File: src/rtl/bcd_updown_counter.sv
// bcd_updown_counter
// Multi-digit BCD up/down counter stepped once per rising edge of a debounced
// button level. Supports wrap or saturate at the limits, a clamped parallel
// load, and a 7-segment pattern per digit (bit 0 = segment a ... bit 6 = g,
// active high).
module bcd_updown_counter #(
  parameter int DIGITS      = 2,
  parameter int SYNC_STAGES = 2
) (
  input  logic                  clk,
  input  logic                  reset,
  input  logic                  step,
  input  logic                  dir,
  input  logic                  wrap_en,
  input  logic                  load,
  input  logic [4*DIGITS-1:0]   load_val,
  output logic [4*DIGITS-1:0]   bcd,
  output logic [7*DIGITS-1:0]   leds,
  output logic                  at_zero,
  output logic                  limit
);

  localparam int W = 4 * DIGITS;

  // Step synchroniser and edge detector state.
  logic [SYNC_STAGES-1:0] r_sync;
  logic [SYNC_STAGES-1:0] r_fill;
  logic                   r_edge;
  logic                   r_armed;

  // Counter state.
  logic [W-1:0]           r_bcd;
  logic                   r_limit;

  logic                   w_sync_last;
  logic                   w_sample_valid;
  logic                   w_pulse;
  logic [W-1:0]           w_inc;
  logic [W-1:0]           w_dec;
  logic [W-1:0]           w_load_clamp;
  logic                   w_all_nine;
  logic                   w_all_zero;
  logic [W-1:0]           w_bcd_next;
  logic                   w_limit_next;

  // Segment pattern for one BCD digit; bit 0 = a, bit 6 = g.
  function automatic logic [6:0] seg7(input logic [3:0] v);
    logic [6:0] s;
    case (v)
      4'd0:    s = 7'h3F;
      4'd1:    s = 7'h06;
      4'd2:    s = 7'h5B;
      4'd3:    s = 7'h4F;
      4'd4:    s = 7'h66;
      4'd5:    s = 7'h6D;
      4'd6:    s = 7'h7D;
      4'd7:    s = 7'h07;
      4'd8:    s = 7'h7F;
      4'd9:    s = 7'h6F;
      default: s = 7'h00;
    endcase
    return s;
  endfunction

  // r_fill marks which synchroniser stages hold a real sample taken since
  // reset release, so the zeros left behind by reset never count as the
  // button having been seen low.
  assign w_sync_last    = r_sync[SYNC_STAGES-1];
  assign w_sample_valid = r_fill[SYNC_STAGES-1];
  assign w_pulse        = r_armed & w_sync_last & ~r_edge;

  // Synchronise the button, detect its rising edge, arm only after a genuine low.
  always_ff @(posedge clk or negedge reset) begin
    if (!reset) begin
      r_sync  <= '0;
      r_fill  <= '0;
      r_edge  <= 1'b0;
      r_armed <= 1'b0;
    end else begin
      // NOTE: non-blocking assignments so every flop samples the pre-edge
      // value of its neighbour; blocking here would collapse the chain.
      r_sync  <= {r_sync[SYNC_STAGES-2:0], step};
      r_fill  <= {r_fill[SYNC_STAGES-2:0], 1'b1};
      r_edge  <= w_sync_last;
      r_armed <= r_armed | (w_sample_valid & ~w_sync_last);
    end
  end

  // Digit-serial BCD increment, decrement and load clamp; the final carry and
  // borrow double as the all-nines and all-zeros detectors.
  always_comb begin : b_arith
    logic [3:0] v_dig;
    logic       v_carry;
    logic       v_borrow;
    // NOTE: every output gets a default before any conditional logic so no
    // path leaves a value unassigned, which would infer a latch.
    w_inc        = '0;
    w_dec        = '0;
    w_load_clamp = '0;
    v_dig        = '0;
    v_carry      = 1'b1;
    v_borrow     = 1'b1;
    for (int d = 0; d < DIGITS; d++) begin
      v_dig = r_bcd[4*d +: 4];
      if (!v_carry)            w_inc[4*d +: 4] = v_dig;
      else if (v_dig == 4'd9)  w_inc[4*d +: 4] = 4'd0;
      else begin
        w_inc[4*d +: 4] = v_dig + 4'd1;
        v_carry         = 1'b0;
      end
      if (!v_borrow)           w_dec[4*d +: 4] = v_dig;
      else if (v_dig == 4'd0)  w_dec[4*d +: 4] = 4'd9;
      else begin
        w_dec[4*d +: 4] = v_dig - 4'd1;
        v_borrow        = 1'b0;
      end
      v_dig = load_val[4*d +: 4];
      w_load_clamp[4*d +: 4] = (v_dig > 4'd9) ? 4'd9 : v_dig;
    end
    w_all_nine = v_carry;
    w_all_zero = v_borrow;
  end

  // Next count: load beats a step pulse (which is then dropped), else hold.
  always_comb begin
    w_bcd_next   = r_bcd;
    w_limit_next = 1'b0;
    if (load) begin
      w_bcd_next = w_load_clamp;
    end else if (w_pulse) begin
      if (!dir) begin
        if (w_all_nine) begin
          w_limit_next = 1'b1;
          if (wrap_en) w_bcd_next = w_inc;
        end else begin
          w_bcd_next = w_inc;
        end
      end else begin
        if (w_all_zero) begin
          w_limit_next = 1'b1;
          if (wrap_en) w_bcd_next = w_dec;
        end else begin
          w_bcd_next = w_dec;
        end
      end
    end
  end

  // Count and limit-pulse registers.
  always_ff @(posedge clk or negedge reset) begin
    if (!reset) begin
      r_bcd   <= '0;
      r_limit <= 1'b0;
    end else begin
      r_bcd   <= w_bcd_next;
      r_limit <= w_limit_next;
    end
  end

  // One 7-segment decoder per digit.
  for (genvar g = 0; g < DIGITS; g++) begin : g_seg
    assign leds[7*g +: 7] = seg7(r_bcd[4*g +: 4]);
  end

  assign bcd     = r_bcd;
  assign limit   = r_limit;
  assign at_zero = (r_bcd == '0);

endmodule

File: config.mk
export PLATFORM = sky130hd
export DESIGN_NAME = bcd_updown_counter
export DESIGN_NICKNAME = d
export VERILOG_FILES = /design/src/rtl/bcd_updown_counter.sv
export SDC_FILE = /design/constraint.sdc
export NUM_CORES = 1
export LEC_CHECK = 0
export ABC_AREA = 1
export ABC_CLOCK_PERIOD_IN_PS = 1700
export BUFFER_PORTS_ARGS = -buffer_cell sky130_fd_sc_hd__buf_2
export CAP_MARGIN = 10
export CORE_MARGIN = 2
export CORE_UTILIZATION = 39
export DETAILED_ROUTE_END_ITERATION = 8
export HOLD_SLACK_MARGIN = 0.05
export MAX_ROUTING_LAYER = met4
export PLACE_DENSITY = 0.65
export SETUP_SLACK_MARGIN = 0.15
export SYNTH_ARGS = -nofsm -noshare
export SYNTH_HDL_FRONTEND = slang
export SYNTH_SLANG_ARGS = --single-unit
File: constraint.sdc
create_clock -name clk -period 1.7 [get_ports clk]
set_input_delay 0.085 -clock clk [delete_from_list [all_inputs] [get_ports clk]]
set_output_delay 0.085 -clock clk [all_outputs]
set_load 0.1 [all_outputs]
Word level (Yosys, flattened, before mapping)

Memory sizes are Yosys's and may differ from the RTL's.
Index checks and enable logic that the tools add are counted.

Add/subtract/negate cells: 4
Magnitude comparators: 2
Eq/ne operators: 4
Muxes and demuxes: 26
Bitwise operators: 6
Reductions and logical operators: 5

Operators by type and width:

| operator                                                            | number |
|---|---|
| 8-bit two-way mux                                                   | 7 |
| 4-bit two-way mux                                                   | 8 |
| 1-bit two-way mux                                                   | 11 |
| 4-bit by 1-bit adder with 4-bit output (second input constant)      | 2 |
| 4-bit equality test (second input constant)                         | 2 |
| 4-bit greater-than comparator (second input constant)               | 2 |
| 4-bit logical NOT                                                   | 2 |
| 8-bit logical NOT                                                   | 1 |
| 4-bit inequality test (second input constant)                       | 2 |
| 4-bit by 1-bit subtractor with 4-bit output (second input constant) | 2 |
| 1-bit bitwise AND                                                   | 3 |
| 3-bit AND reduction                                                 | 1 |
| 1-bit NOT                                                           | 2 |
| 2-bit nonzero test                                                  | 1 |
| 1-bit bitwise OR                                                    | 1 |

Flip-flop bits (word level): 15
ROM bits: 224
Input port bits: 14
Word-level logic and storage cells: 55
Memories: 2

Memories:

| name             | depth | width | rd ports | clocked after memory_dff | wr ports | line | RTL |
|---|---|---|---|---|---|---|---|
| (name not given) | 16    | 7     | 1        | 0                        | 0        | 49   | `case (v)` |
| (name not given) | 16    | 7     | 1        | 0                        | 0        | 49   |  |

Longest topological paths before layout

Gate-level depths: netlist (run 1).

Word-level depth: 8
Mapped depth: 10
Mapped depth without buffers: 10

Least setup slack after synthesis (run 1)

OpenSTA, ideal clock, no wires.

Path kind: flip-flop to output port
From: register r_bcd[0] (netlist: bcd[0])
To: output port leds[5]
Data arrival time: 3.548 ns
Required time: 1.615 ns
Slack: -1.933 ns
Stages on the path, launching flop included: 5
Buffers on the path: 0
Cells stage by stage: dfrtp_1 > inv_1 > ha_1 > nor2_1 > o21ai_0

Cells in the longest elaborated chain, start to end: 1

Ends and longest elaborated chain:

| item                   | line | RTL |
|---|---|---|
| from (decl)            | 32   | `logic [W-1:0] r_bcd;` |
| from (signal assigned) | 155  | `r_bcd <= w_bcd_next;` |
| memory 16 x 7 bit      | -    |  |
| to (decl)              | 18   | `output logic [7*DIGITS-1:0] leds,` |

No other way between the ends.

Worst setup path in the final report (run 1)

From: register r_bcd[4] (netlist: bcd[4])
To: output port leds[7]

Same word-level chain as after synthesis.

==> results.ini, run 1 <==
[layout]
final_util_pct = 70.9
final_nets = 287
drive_above_1_share_pct = 55.8
final_area_um2 = 2560
syn2layout_area_growth_pct = 77.3
diodes = 0
fillers = 278

[placement]
post_dp_cell_area_um2 = 2170
hpwl_mm = 2.97
pre_cts_slack_ns = 0.0458
port-buffer-count = 37
place_congestion = 0.899

[logic_synthesis]
yosysWarningCount = 0
synthDistinctLibCells = 33
synth_edf_count = 0
syn_area_per_cell_um2 = 7.51
syn_area_um2 = 1440
synthTopCellsByCount = nand2_1, inv_1, nand3_1
syn-num-nets = 220
syn_inst = 192
synth_seq_cells = 15
synth_most_common_cell = nand2_1
yosysTopAreaCellShare_pct = 26.0
ys_seq_area_share_pct = 26.0
synthArstFlopShare_pct = 100
ys.flop_type = dfrtp_1
synth.largest_area_cell = dfrtp_1
synth_area_leaders = dfrtp_1, nand2_1, ha_1

[floorplan]
die_y_um = 64.8
core_um2 = 3610
die_w_um = 64.8
dieArea_um2 = 4200
placementRows = 22
io_pins = 38
initial_core_util_pct = 40.0

[detailed_routing]
drt-initial-drc-count = 60
vias = 1547
ant_nets = 0
wirelength_mm = 4.05
viasPerCell = 5.06
wl_per_cell_um = 13.2
firstDrtPassIters = 4
drc_errors = 0

[job]
max_cap_violations = 0

[global_routing]
grt_pass1_wl_mm = 6.77
grt_pass1_vias = 1437
grt_max_degree = 16
grt.overflow.total = 0
antenna_found_initial = 0
grt_use_total_pct = 21.4

[sta]
finalSetupViolations = 0
fin_crit_sh_pct = 99.6
fin_ws_ns = 0.00595
drv_slew = 0
rsz0062_at_grt = yes
fin_skew_ns = 0.00370
fmax_mhz = 590
hold_violations = 0
fin_crit_ns = 1.69
finalSetupTns_ns = 0

[clock_tree]
clk_pin_slew_worst_paths_ns = 0.06
cts.htree.levels = 1
cts-root-buf = clkbuf_8
cts_buffers = 3
clockBufferDepth = 2
tritoncts = built
clk_latency_ns = 0.25
cts.sinks = 15

[hold_path]
min_path_type = input pin to flip-flop

[critical_path]
crit_chain = inv_8 -> ha_4 -> or2_4 -> a31oi_4 -> buf_12
cp_data_required_time_ns = 1.62
slowest_stage = dfrtp_4
worst_setup_path_end_kind = output pin
worst_ep_arrival_time_ns = 1.61
crit_fanout = 8
worstSetupStartpointType = flip-flop
max_stage_delay_ns = 0.52
crit_type = flip-flop to output pin

[status]
outcome = complete, no violations

-- timing repair --
item / CTS / global route
endpoints found under the setup margin: 22 / 23
gates resized for setup: 25 / 10
hold buffers: 2 / 0
setup buffers: 16 / 5
gates cloned: 0 / 0
hold endpoints to repair: 16 / 0
pin swaps: 11 / 7
-- metrics by stage --
stage / instances / hold WS [ns]
final: 306 / 0.186
after global routing: 306 / 0.241
after CTS: 301 / 0.184
after detailed placement: 279 / 0.00261
after global placement: 279 / 0.000492
after floorplan: 192 / -0.211
-- cell type report --
type / instances / area (um2) / share of cell area [%]
clock buffers: 3 / 41.3 / 1.62
clock inverters: 1 / 5.00 / 0.196
inverters: 22 / 113 / 4.41
multi-input cells: 152 / 1270 / 49.8
flip-flops and latches: 15 / 403 / 15.8
well taps: 48 / 60.1 / 2.35
repair buffers: 65 / 661 / 25.8
-- cell usage in the layout, fill, tap and decap left out, types with 2 or more instances in the layout --
master / netlist / layout
a21oi_1: 7 / 3
a21oi_4: 0 / 4
a31oi_4: 0 / 4
buf_12: 0 / 16
buf_2: 0 / 22
buf_4: 2 / 20
buf_6: 1 / 4
clkbuf_8: 0 / 3
dfrtp_1: 15 / 7
dfrtp_4: 0 / 7
dlygate4sd3_1: 0 / 2
ha_1: 14 / 4
ha_4: 0 / 9
inv_1: 16 / 10
inv_2: 4 / 5
inv_4: 0 / 2
inv_8: 0 / 2
nand2_1: 50 / 44
nand2_2: 5 / 9
nand2_4: 2 / 4
nand3_1: 16 / 14
nand3_2: 2 / 4
nand3_4: 3 / 3
nand4_1: 3 / 3
nor2_1: 12 / 9
nor2_2: 3 / 2
nor2_4: 3 / 7
o211ai_1: 6 / 6
o21ai_0: 7 / 4
o21ai_2: 3 / 3
o21ai_4: 0 / 3
or2_4: 0 / 2
-- cell families (layout without fill, tap and decap cells) --
kind of cell	count (synthesis)	count (layout)	synth area share, %
AND/OR/NAND/NOR	105	105	39.5
AO/OA/AOI/OAI	30	30	12.9
buffers and inverters	25	91	7.90
flip-flops	15	15	26.0
adder cells (fa/ha/maj)	14	14	12.2
XOR/XNOR	2	2	1.22
other	1	1	0.260
-- routing by layer --
layer	routed length, um	track usage [%]	share of wire [%]	up-vias
met2	1980	34.4	49	57
met4	29	7.18	0.72	0
met1	1870	28.0	46	720
li1	-	-	-	766
met5	0	-	0	-
met3	168	2.60	4.1	4
-- final timing paths --
kind | start | endpoint | slack, ns | depth (start not counted)
worst max-delay path | bcd[4] | leds[7] | 0.006 | 5
worst min-delay path | load_val[4] | bcd[4] | 0.19 | 5
worst max register to register | bcd[1] | bcd[5] | 0.11 | 10
worst min register to register | r_sync[0] | r_sync[1] | 0.35 | 0
max in group asynchronous | reset | bcd[1] | 1.15 | 2
min in group asynchronous | reset | bcd[3] | 0.27 | 2
-- critical path: cells and delay by family (launching register included) --
family / cells / cell delay, ns
AO/OA/AOI/OAI: 1 / 0.19
adder cells (fa/ha/maj): 1 / 0.15
buffers and inverters: 2 / 0.25
flip-flops: 1 / 0.52
AND/OR/NAND/NOR: 1 / 0.24
-- registers in the layout (all words and copies together) (netlist names) --
register  count
bcd           8
r_fill        2
r_sync        2
limit         1
r_armed       1
r_edge        1
Power of run 1 is left out: the tool's default activity adds up to more than one toggle a clock period on the data nets, which glitch-free logic cannot reach.
==> run 2, diff against run 1 <==
--- a/constraint.sdc
+++ b/constraint.sdc
@@ -3,2 +3,2 @@
 set_output_delay 0.085 -clock clk [all_outputs]
-set_load 0.1 [all_outputs]
+set_load 0.05 [all_outputs]
==> run 2 against run 1 <==
Net effect:
- fmax increased by 5.3%
- critical path depth unchanged
- largest cell class unchanged
- first-iteration DRC count increased by 65%
- count of clock-buffer cells in the layout increased by 1
==> results.ini, run 2 (same netlist as run 1, synthesis figures left out) <==
[layout]
largest_reg_flops = 8  ; unchanged
drive_above_1_share_pct = 55.0  ; was 55.8%
final_util_pct = 65.8  ; was 70.9%
final_area_um2 = 2370  ; was 2560 um2
final_cell_mix = nand2_1, buf_2, buf_4  ; unchanged
syn2layout_area_growth_pct = 64.5  ; was 77.3%
diodes = 0  ; unchanged
layoutNonFillerInstCount = 306  ; unchanged
final_common_cell = nand2_1  ; unchanged
final_nets = 287  ; unchanged

[detailed_routing]
ant_nets = 0  ; unchanged
viasPerCell = 4.96  ; was 5.06
vias = 1519  ; was 1547
drc_errors = 0  ; unchanged
wirelength_mm = 4.11  ; was 4.05 mm
firstDrtPassIters = 4  ; unchanged
wl_per_cell_um = 13.4  ; was 13.2 um
drt-initial-drc-count = 99  ; was 60

[placement]
port-buffer-count = 37  ; unchanged
pre_cts_slack_ns = 0.115  ; was 0.0458 ns
dp.cells = 281  ; was 279
place_congestion = 0.824  ; was 0.899
hpwl_mm = 2.85  ; was 2.97 mm
post_dp_cell_area_um2 = 1860  ; was 2170 um2

[global_routing]
grt_util_met2_pct = 36.1  ; was 34.4%
grtUsageMet3_pct = 4.17  ; was 2.60%
grt_use_total_pct = 21.3  ; was 21.4%
grt.overflow.total = 0  ; unchanged
grt_pass1_vias = 1446  ; was 1437
gr-max-usage-layer = met2  ; unchanged
grtUsageMet1_pct = 26.3  ; was 28.0%
grt_pass1_wl_mm = 6.84  ; was 6.77 mm
antenna_found_initial = 0  ; unchanged
grt_max_degree = 16  ; unchanged

[critical_path]
crit_chain = inv_4 -> ha_4 -> or2_4 -> a31oi_4 -> buf_6  ; was inv_8 -> ha_4 -> or2_4 -> a31oi_4 -> buf_12
worst_ep_arrival_time_ns = 1.52  ; was 1.61 ns
cp_data_required_time_ns = 1.62  ; about the same
crit_fanout = 4  ; was 8
crit_type = flip-flop to output pin  ; unchanged
max_stage_delay_ns = 0.41  ; was 0.52 ns
r2r_slack_ns = 0.17  ; was 0.11 ns
slowest_stage = dfrtp_2  ; was dfrtp_4
worst_setup_path_end_kind = output pin  ; unchanged
worstSetupStartpointType = flip-flop  ; unchanged

[sta]
drv_slew = 0  ; unchanged
finalSetupTns_ns = 0  ; unchanged
fin_ws_ns = 0.0908  ; was 0.00595 ns
rsz0062_at_grt = yes  ; unchanged
fin_skew_ns = 0.00271  ; was 0.00370 ns
fin_crit_ns = 1.61  ; was 1.69 ns
fmax_mhz = 621  ; was 590 MHz
hold_violations = 0  ; unchanged
fin_crit_sh_pct = 94.7  ; was 99.6%
finalSetupViolations = 0  ; unchanged
whs_ns = 0.182  ; was 0.186 ns

[floorplan]
initial_core_util_pct = 40.0  ; unchanged
dieArea_um2 = 4200  ; unchanged
io_pins = 38  ; unchanged
die_w_um = 64.8  ; unchanged
placementRows = 22  ; unchanged
core_um2 = 3610  ; unchanged
die_y_um = 64.8  ; unchanged

[hold_path]
min_path_type = input pin to flip-flop  ; unchanged

[pwr]
worst_ir_drop_vdd_mv = 1.05
power_mw = 4.02
p_leak_nw = 1.10
p_per_area_nw_per_um2 = 1690

[clock_tree]
cts.sinks = 15  ; unchanged
tritoncts = built  ; unchanged
clk_pin_slew_worst_paths_ns = 0.06  ; about the same
cts.htree.levels = 1  ; unchanged
clockBufferDepth = 2  ; unchanged
clk_latency_ns = 0.25  ; about the same
cts-root-buf = clkbuf_8  ; unchanged
cts_buffers = 3  ; unchanged

[job]
max_cap_violations = 0  ; unchanged

[status]
outcome = complete, no violations  ; unchanged

==> run 2: cell types whose count changed in the layout (fill, tap and decap cells not counted), sizes merged <==
cell | previous run | this run
clkbuf | 3 | 4
clkinv | 3 | 2
clkinvlp | 0 | 1
inv | 20 | 19
==> run 2: report_power, final <==
part | internal, mW | total [mW] | switching [mW]
Sequential | 0.433 | 0.566 | 0.132
Clock | 0.166 | 0.291 | 0.125
Combinational | 1.23 | 3.16 | 1.93
Total | 1.83 | 4.02 | 2.18
==> run 2: worst max-delay path, delay by kind of cell (launching register included) <==
kind	cells	cell delay, ns
flops	1	0.41
buf+inv	2	0.26
simple gates	1	0.25
compound gates	1	0.19
fa+ha+maj	1	0.16
==> run 2: layout make-up <==
type	count	area, um2
clock buffers	4	45.0
fillers	321	1230
inverters	22	104
multi-input cells	152	1230
flip-flops and latches	15	388
well taps	48	60.1
repair buffers	65	546
==> run 2: repair_timing <==
item,CTS,global route
hold buffers,2,0
setup endpoints to repair,20,23
setup buffers,12,7
pin swaps,2,9
gates cloned,0,0
gates resized for setup,38,35
hold endpoints to repair,16,0
==> run 2: routing by layer <==
| metal | up-vias | wire (um) |
|---|---|---|
| met3 | 6 | 170 |
| met1 | 705 | 1600 |
| met4 | 0 | 58 |
| li1 | 762 | - |
| met2 | 46 | 2290 |
| met5 | - | 0 |
==> run 2: path summary, 6_finish.rpt <==
kind,startpoint,to,cells after the start
worst max-delay path,bcd[1],leds[0],5
worst min-delay path,load_val[7],bcd[7],5
worst max register to register,bcd[5],bcd[2],9
worst min register to register,r_fill[0],r_fill[1],0
max in group asynchronous,reset,bcd[5],2
min in group asynchronous,reset,bcd[6],2
No activity file was read; power rests on OpenSTA's default activity.
